`config.mk`:
```
export PLATFORM = sky130hd
export DESIGN_NAME = divider_monitor
export DESIGN_NICKNAME = d
export VERILOG_FILES = /design/src/rtl/divider_monitor_pkg.sv /design/src/rtl/divider_monitor_edge_sync.sv /design/src/rtl/divider_monitor.sv
export SDC_FILE = /design/constraint.sdc
export NUM_CORES = 1
export LEC_CHECK = 0
export CAP_MARGIN = 0
export CORE_MARGIN = 2
export CORE_UTILIZATION = 40
export DETAILED_ROUTE_END_ITERATION = 10
export HOLD_SLACK_MARGIN = 0.12
export SLEW_MARGIN = 20
export SYNTH_ARGS = -nofsm -noshare
export SYNTH_HDL_FRONTEND = slang
export SYNTH_SLANG_ARGS = --single-unit
```
`constraint.sdc`:
```
create_clock -name i_SYS_CLOCK -period 2.58 [get_ports i_SYS_CLOCK]
set_input_delay 0.516 -clock i_SYS_CLOCK [delete_from_list [all_inputs] [get_ports i_SYS_CLOCK]]
set_output_delay 0.516 -clock i_SYS_CLOCK [all_outputs]
set_load 0.02 [all_outputs]
```
`src/rtl/divider_monitor_pkg.sv`:
```
// ----------------------------------------------------------------------------
// divider_monitor_pkg
//
// Shared definitions for the divider monitor: the measurement FSM state
// encoding, the default counter width, the lock-counter width and a small
// saturating-increment helper for the lock counter.
//
// No ports (package).
// ----------------------------------------------------------------------------
package divider_monitor_pkg;

    localparam int unsigned DEFAULT_WIDTH = 32;
    localparam int unsigned LOCK_CNT_W    = 8;

    typedef enum logic [1:0] {
        IDLE    = 2'd0,
        FIRST   = 2'd1,
        MEASURE = 2'd2
    } state_t;

    // Increment that sticks at 'limit' once it has been reached.
    function automatic logic [LOCK_CNT_W-1:0] sat_inc(
        input logic [LOCK_CNT_W-1:0] value,
        input logic [LOCK_CNT_W-1:0] limit
    );
        return (value >= limit) ? limit : value + LOCK_CNT_W'(1);
    endfunction

endpackage

```
`src/rtl/divider_monitor_edge_sync.sv`:
```
// ----------------------------------------------------------------------------
// edge_sync
//
// Brings the asynchronous monitored clock into the system-clock domain with a
// two-flop synchronizer and keeps one extra history flop so that single-cycle
// rise and fall strobes can be derived from the synchronized level.
//
// Ports:
//   clk       system clock, rising edge
//   rst_n     asynchronous active-low reset (all flops cleared to 0)
//   async_in  monitored clock, asynchronous to clk
//   rise      one-cycle strobe: synchronized level went 0 -> 1
//   fall      one-cycle strobe: synchronized level went 1 -> 0
// ----------------------------------------------------------------------------
module edge_sync (
    input  logic clk,
    input  logic rst_n,
    input  logic async_in,
    output logic rise,
    output logic fall
);

    logic sync1_q, sync1_d;
    logic sync2_q, sync2_d;
    logic hist_q,  hist_d;

    always_comb begin
        sync1_d = async_in;
        sync2_d = sync1_q;
        hist_d  = sync2_q;
    end

    always_ff @(posedge clk or negedge rst_n) begin
        if (!rst_n) begin
            sync1_q <= 1'b0;
            sync2_q <= 1'b0;
            hist_q  <= 1'b0;
        end else begin
            sync1_q <= sync1_d;
            sync2_q <= sync2_d;
            hist_q  <= hist_d;
        end
    end

    assign rise = sync2_q & ~hist_q;
    assign fall = ~sync2_q & hist_q;

endmodule

```
`src/rtl/divider_monitor.sv`:
```
// ----------------------------------------------------------------------------
// divider_monitor
//
// Measures a divided or external clock against the system clock. Reports the
// last complete period (rising edge to rising edge) and its high time in
// system-clock cycles, flags lock once enough consecutive periods agree, and
// flags a sticky timeout when the input stops producing rising edges.
//
// Ports:
//   i_SYS_CLOCK  system clock, all logic on its rising edge
//   i_RESET_N    asynchronous active-low reset
//   i_CLOCK_IN   monitored clock, asynchronous to i_SYS_CLOCK
//   i_CLEAR      synchronous clear back to IDLE with all outputs zeroed
//   o_PERIOD     last complete period in system cycles
//   o_HIGH_TIME  high time belonging to that period
//   o_VALID      one-cycle pulse, registered together with the measurements
//   o_LOCKED     LOCK_COUNT consecutive equal periods seen
//   o_TIMEOUT    sticky: no rising edge for TIMEOUT cycles
// ----------------------------------------------------------------------------
module divider_monitor
    import divider_monitor_pkg::*;
#(
    parameter int unsigned WIDTH      = DEFAULT_WIDTH,
    parameter int unsigned LOCK_COUNT = 4,
    parameter int unsigned TIMEOUT    = 32'h0010_0000
) (
    input  logic             i_SYS_CLOCK,
    input  logic             i_RESET_N,
    input  logic             i_CLOCK_IN,
    input  logic             i_CLEAR,
    output logic [WIDTH-1:0] o_PERIOD,
    output logic [WIDTH-1:0] o_HIGH_TIME,
    output logic             o_VALID,
    output logic             o_LOCKED,
    output logic             o_TIMEOUT
);

    localparam logic [WIDTH-1:0]      TIMEOUT_CNT = WIDTH'(TIMEOUT);
    localparam logic [LOCK_CNT_W-1:0] LOCK_MAX    = LOCK_CNT_W'(LOCK_COUNT);

    logic rise;
    logic fall;

    state_t                state_q,     state_d;
    logic [WIDTH-1:0]      count_q,     count_d;
    logic [WIDTH-1:0]      high_q,      high_d;
    logic [WIDTH-1:0]      prev_q,      prev_d;
    logic [LOCK_CNT_W-1:0] match_q,     match_d;
    logic [WIDTH-1:0]      period_q,    period_d;
    logic [WIDTH-1:0]      high_time_q, high_time_d;
    logic                  valid_q,     valid_d;
    logic                  locked_q,    locked_d;
    logic                  timeout_q,   timeout_d;

    logic                  timeout_hit;
    logic [LOCK_CNT_W-1:0] match_next;

    edge_sync u_edge_sync (
        .clk      (i_SYS_CLOCK),
        .rst_n    (i_RESET_N),
        .async_in (i_CLOCK_IN),
        .rise     (rise),
        .fall     (fall)
    );

    // The counter holds the pre-increment cycle count since the last rise,
    // so at the next rise it equals the period and at a fall the high time.
    assign timeout_hit = (count_q == TIMEOUT_CNT);

    // Match count the next reported period would produce: grows while
    // periods repeat, collapses to zero on any difference.
    assign match_next = (count_q == prev_q) ? sat_inc(match_q, LOCK_MAX)
                                            : '0;

    // Next-state logic. Clear beats everything; within an active measurement
    // a rise beats a simultaneous timeout, and a timeout beats a fall.
    always_comb begin
        state_d     = state_q;
        count_d     = count_q;
        high_d      = high_q;
        prev_d      = prev_q;
        match_d     = match_q;
        period_d    = period_q;
        high_time_d = high_time_q;
        valid_d     = 1'b0;
        locked_d    = locked_q;
        timeout_d   = timeout_q;

        if (i_CLEAR) begin
            state_d     = IDLE;
            count_d     = '0;
            high_d      = '0;
            prev_d      = '0;
            match_d     = '0;
            period_d    = '0;
            high_time_d = '0;
            locked_d    = 1'b0;
            timeout_d   = 1'b0;
        end else begin
            case (state_q)
                IDLE: begin
                    count_d = '0;
                    if (rise) begin
                        state_d = FIRST;
                        count_d = WIDTH'(1);
                        match_d = '0;
                    end
                end

                FIRST, MEASURE: begin
                    if (rise) begin
                        count_d = WIDTH'(1);
                        prev_d  = count_q;
                        if (state_q == FIRST) begin
                            // The period ending here is only a reference.
                            state_d = MEASURE;
                        end else begin
                            period_d    = count_q;
                            high_time_d = high_q;
                            valid_d     = 1'b1;
                            timeout_d   = 1'b0;
                            match_d     = match_next;
                            locked_d    = (match_next == LOCK_MAX);
                        end
                    end else if (timeout_hit) begin
                        // Stop counting so the counter can never wrap.
                        state_d   = IDLE;
                        count_d   = '0;
                        match_d   = '0;
                        locked_d  = 1'b0;
                        timeout_d = 1'b1;
                    end else begin
                        count_d = count_q + WIDTH'(1);
                        if (fall) begin
                            high_d = count_q;
                        end
                    end
                end

                default: begin
                    state_d = IDLE;
                    count_d = '0;
                end
            endcase
        end
    end

    // State and measurement registers; reset drops everything at once.
    always_ff @(posedge i_SYS_CLOCK or negedge i_RESET_N) begin
        if (!i_RESET_N) begin
            state_q     <= IDLE;
            count_q     <= '0;
            high_q      <= '0;
            prev_q      <= '0;
            match_q     <= '0;
            period_q    <= '0;
            high_time_q <= '0;
            valid_q     <= 1'b0;
            locked_q    <= 1'b0;
            timeout_q   <= 1'b0;
        end else begin
            state_q     <= state_d;
            count_q     <= count_d;
            high_q      <= high_d;
            prev_q      <= prev_d;
            match_q     <= match_d;
            period_q    <= period_d;
            high_time_q <= high_time_d;
            valid_q     <= valid_d;
            locked_q    <= locked_d;
            timeout_q   <= timeout_d;
        end
    end

    assign o_PERIOD    = period_q;
    assign o_HIGH_TIME = high_time_q;
    assign o_VALID     = valid_q;
    assign o_LOCKED    = locked_q;
    assign o_TIMEOUT   = timeout_q;

endmodule

```
Word-level counts from Yosys, hierarchy flattened
Cells that the tools add are included.
{"block": "op_classes", "n_lt_le_gt_ge": 1, "muxes": 49, "eq_ne": 13, "bitwise": 4, "n_addsub": 2, "n_reduce_logical": 13}
{"operator": "$mux 32", "n": 19}
{"operator": "$pmux 32 s2", "n": 1}
{"operator": "$mux 8", "n": 7}
{"operator": "$add 32x1->32 const B", "n": 1}
{"operator": "$eq 32x21->1 const B", "n": 1}
{"operator": "$eq 32x32->1", "n": 1}
{"operator": "$pmux 8 s2", "n": 1}
{"operator": "$mux 1", "n": 15}
{"operator": "$ne 4x4->1 const B", "n": 3}
{"operator": "$mux 2", "n": 5}
{"operator": "$reduce_and 3->1", "n": 3}
{"operator": "$add 8x1->8 const B", "n": 1}
{"operator": "$eq 8x3->1 const B", "n": 1}
{"operator": "$ge 8x3->1 const B", "n": 1}
{"operator": "$reduce_and 4->1", "n": 2}
{"operator": "$ne 2x2->1 const B", "n": 3}
{"operator": "$ne 3x3->1 const B", "n": 2}
{"operator": "$reduce_bool 2->1", "n": 3}
{"operator": "$reduce_bool 3->1", "n": 2}
{"operator": "$pmux 2 s2", "n": 1}
{"operator": "$and 1x1->1", "n": 2}
{"operator": "$eq 2x1->1 const B", "n": 1}
{"operator": "$eq 2x2->1 const B", "n": 1}
{"operator": "$logic_not 2->1", "n": 1}
{"operator": "other kinds (3)", "n": 4}
{"block": "totals", "reg_bits": 176, "word_cells": 95, "input_bits": 4}

Depth between registers and ports, before layout
{"block": "logic_depth", "depth_word": 8, "ltp_mapped": 9, "depth_no_buf": 7}

Hierarchy
From an unflattened synthesis, not the netlist that was laid out.
{"block": "unflattened", "hier_cells": 782, "hier_area_um2": 8091.5}
{"module": "divider_monitor", "n_inst": 1, "cells_per_inst": 777, "area_per_inst_um2": 8001.4}
{"module": "edge_sync", "n_inst": 1, "cells_per_inst": 5, "area_per_inst_um2": 90.1}

Worst setup path after synthesis
Ideal clock, no wire load.
{"block": "synth_path", "kind": "register -> register", "start": "register state_q[0]", "end": "register high_time_q[23], in the netlist o_HIGH_TIME[23]", "arrival_time_ns": 2.025, "n_path_buf": 2, "stages_incl_launch_ff": 9, "slack_ns": 0.434, "path_cell_list": "dfrtp_1 > inv_1 > ha_1 > clkbuf_1 > nand2_1 > nor2_1 > nor2_1 > clkbuf_1 > a22o_1"}
{"block": "synth_between", "elab_chain_len": 4, "word_cells_on_any_way": 6, "cone_classes": "eq/ne (3); reduce/logical (3)"}
{"element": "start: declaration", "line": "divider_monitor.sv:44", "rtl": "state_t state_q, state_d;"}
{"element": "start signal: assignment", "line": "divider_monitor.sv:162", "rtl": "state_q <= state_d;"}
{"element": "$eq 2x1->1 / $eq 2x2->1 (equally long branches)", "line": "divider_monitor.sv:100, divider_monitor.sv:114"}
{"element": "$reduce_or 2->1", "line": "divider_monitor.sv:100", "rtl": "case (state_q)"}
{"element": "$reduce_bool 2->1 (no source line)"}
{"element": "$reduce_and 3->1 (no source line) *"}
{"element": "end signal: assignment", "line": "divider_monitor.sv:168", "rtl": "high_time_q <= high_time_d;"}
{"element": "end: declaration", "line": "divider_monitor.sv:50", "rtl": "logic [WIDTH-1:0] high_time_q, high_time_d;"}
Every way passes the cells marked *; elsewhere a longest branch is shown, timed or not.
A chain may end at the register's enable or synchronous reset.

Final worst setup path
{"block": "layout_path", "start": "register count_q[24]", "end": "register match_q[2]"}
{"block": "layout_between", "elab_chain_len": 6, "word_cells_on_any_way": 9, "cone_classes": "eq/ne (3); mux (5); reduce/logical (1)"}
{"element": "start: declaration", "line": "divider_monitor.sv:45", "rtl": "logic [WIDTH-1:0] count_q, count_d;"}
{"element": "start signal: assignment", "line": "divider_monitor.sv:163", "rtl": "count_q <= count_d;"}
{"element": "$eq 32x32->1", "line": "divider_monitor.sv:72", "rtl": "assign match_next = (count_q == prev_q) ? sat_inc(match_q, LOCK_MAX)"}
{"element": "$mux 8", "line": "divider_monitor.sv:72"}
{"element": "$mux 8", "line": "divider_monitor.sv:114", "rtl": "if (state_q == FIRST) begin"}
{"element": "$mux 8", "line": "divider_monitor.sv:111", "rtl": "if (rise) begin"}
{"element": "$pmux 8 s2", "line": "divider_monitor.sv:100"}
{"element": "$mux 8", "line": "divider_monitor.sv:89", "rtl": "if (i_CLEAR) begin"}
{"element": "end signal: assignment", "line": "divider_monitor.sv:166", "rtl": "match_q <= match_d;"}
{"element": "end: declaration", "line": "divider_monitor.sv:48", "rtl": "logic [LOCK_CNT_W-1:0] match_q, match_d;"}
Several ways; a longest one is shown, not always the timed one. The select of a mux whose other input is x is not followed.

==> metrics.txt <==
initial antenna violation count=0; max cap viols=0; Max Root-Sink Buffers=2; Antenna Nets Post-Route=0; Cells after DPL=1099; Slew headroom=55.0%; Tightest Hold Check Type=register to register; Worst-Margin Slew=668 ps; Mapped Cells=790; hold slack=356 ps; status=finished clean; met2 usage=30.6%; Peak VDD IR=511 uV; Residual DRC=0; clock skew=7.99 ps; post-route setup slack=274 ps; leakage power=4.47 nW; Hold Path Cell Cnt=0; Worst setup EP type=register; global-route usage over all layers=19.8%; n_diodes=0; number of global-route vias before repair=5712; M3 GR Usage=3.28%; grt ovf=0; Fillers=1827; synth cell count leaders=dfrtp_1 (176), nand2_1 (150), nor2_1 (71); Seq pwr share=46.1%; reg2reg path depth=5; Total Power=6.12 mW; global route hottest layer=met2; worst-case hold path end point=u_edge_sync.hist_d; Worst EP required=2900 ps; type of origin of the critical path=register; top-area cell type share of the netlist area=55.7%; DP Wirelength=13300 um; DR pass1 iterations=6; Comb power frac=11.6%; Finished Layout Cells=1132; clock tree sinks=176; core area=19400 um2; Clk pwr share=42.3%; Clock Root Buffer=clkbuf_16; critical path class=register to register; sequential fraction of the synthesis area=55.7%; clock buffer count from CTS=17; overall routed net length=19300 um; clock tree from TritonCTS=yes; DR vias=5756; GR Util met1=29.0%; Post-synth EDFFs=0; die footprint=20900 um2; register-to-register setup slack=270 ps; Die H=145 um; layout cells sized above 1=9.80%; CP startpoint=count_q[24]; most frequent cell after synthesis=dfrtp_1; FFs w/ async S/R, synth=100%; initial DRC count=484; Setup TNS=0 ps; Die Width=145 um; buffer count from post-CTS setup fixing=0; DR vias/cell=5.08; Final Max Slew Viols=0; Ys Warns=0; leading register cell type out of synthesis=dfrtp_1; PwrDens=636 nW/um2; final hold viol count=0; switching part of the total power=27.4%; Unique masters post-synth=42; Max Fclk=434 MHz; Max FO, Critical Path=8; Initial Util=40.7%; Hold Path Origin=u_edge_sync.sync1_q; Post-Syn Area=7900 um2; H-tree depth=4; Buffers on Ports=70; Core Rows=51; IO Pins=71; RSZ-0062 raised after global routing=no; Synth Register Bits=176; reg2reg start=count_q[24]; period utilization=89.4%; synthesis-to-layout area growth=21.6%; Switch Pwr=1.68 mW; Clk pin slew, worst setup/hold paths=70 ps; Final Critical Period=2310 ps; Arr. time, crit path=2620 ps; Post-CTS Resized=0; pre-CTS setup slack=227 ps; GP Congestion=0.881; Synthesized Nets=804; post-synth top area cell=dfrtp_1; # setup viols final=0; fin nets=868; largest net degree at the start of global routing=63; internal power=4.44 mW; DR WL/cell=17.0 um; Post-CTS Hold Fix Bufs=1; first-pass GRT wire length=31400 um; RR Endpoint=match_q[2]; ranking of synthesized cells by area=dfrtp_1 (56%), nand2_1 (7.1%), xor2_1 (4.5%), a21oi_1 (4.4%), mux2i_1 (4.1%); Clock Latency Late Sink=430 ps; Synth Area per Inst=10.0 um2
-- cell usage in the layout (no fill, tap or decap), drive strengths merged, types with 8 or more instances in the layout --
| master | instances |
|---|---|
| clkdlybuf4s50 | 68 |
| inv | 18 |
| nand4 | 8 |
| a21oi | 70 |
| a22o | 33 |
| xnor2 | 16 |
| nor3 | 8 |
| clkbuf | 17 |
| nand2 | 150 |
| nor2 | 71 |
| and2 | 11 |
| nor4 | 26 |
| ha | 10 |
| nand3 | 11 |
| dfrtp | 176 |
| mux2i | 32 |
| buf | 44 |
| xor2 | 41 |
-- state kept, by name (all words and copies together) (netlist names), 2 cells and up --
| signal | flops |
|---|---|
| state_q | 2 |
| o_HIGH_TIME | 32 |
| high_q | 32 |
| match_q | 8 |
| o_PERIOD | 32 |
| prev_q | 32 |
| count_q | 32 |
-- power groups by stage --
stage,registers [mW],logic [mW],clock network [mW]
floorplan,2.87,0.420,0
global route,2.82,0.780,2.75
global placement,2.88,0.707,0
CTS,2.82,0.717,2.63
detailed placement,2.88,0.714,0
finish,2.82,0.707,2.59
-- worst max-delay path: stages (launching register included) --
cell      delay (ps)
dfrtp_1          520
nor4_1           410
nand4_1          310
o211ai_1         400
o21ai_1          270
a22o_1           290
-- cells by family after synthesis --
group / share of synthesized area, %
compound gates: 10.1
flops: 55.7
simple gates: 17.7
mux: 4.05
xor+xnor: 6.32
fa+ha+maj: 1.58
buf+inv: 4.51
-- how the worst max path moves through the flow --
stage | to | slack [ps] | cells past startpoint
3_5_place_dp | match_q[2] | 230 | 5
5_1_grt | match_q[2] | 50 | 5
6_report | match_q[2] | 270 | 5
3_3_place_gp | match_q[0] | 210 | 5
2_1_floorplan | o_HIGH_TIME[23] | 430 | 8
4_1_cts | match_q[2] | 220 | 5
-- stage by stage --
stage,util (%),instance area [um2]
final,49.5,9610
after global routing,49.5,9610
after CTS,49.5,9610
after detailed placement,46.5,9010
after global placement,46.5,9010
after floorplan,-,7900
-- cell type report --
cell class              instances  area [um2]  share of cell area [%]
multi-input cells             532        3160                    32.9
flip-flops and latches        176        4400                    45.8
inverters                      14        52.6                   0.547
clock buffers                  17         425                    4.43
repair buffers                113        1070                    11.2
clock inverters                15         160                    1.67
well taps                     265         332                    3.45
-- metal layers --
metal  vias up  routed length [um]
met1      2838                9300
met5         -                   0
met4         0                 240
li1       2803                   -
met2        95                9010
met3        20                 754
(Power assumes the default switching activity.)
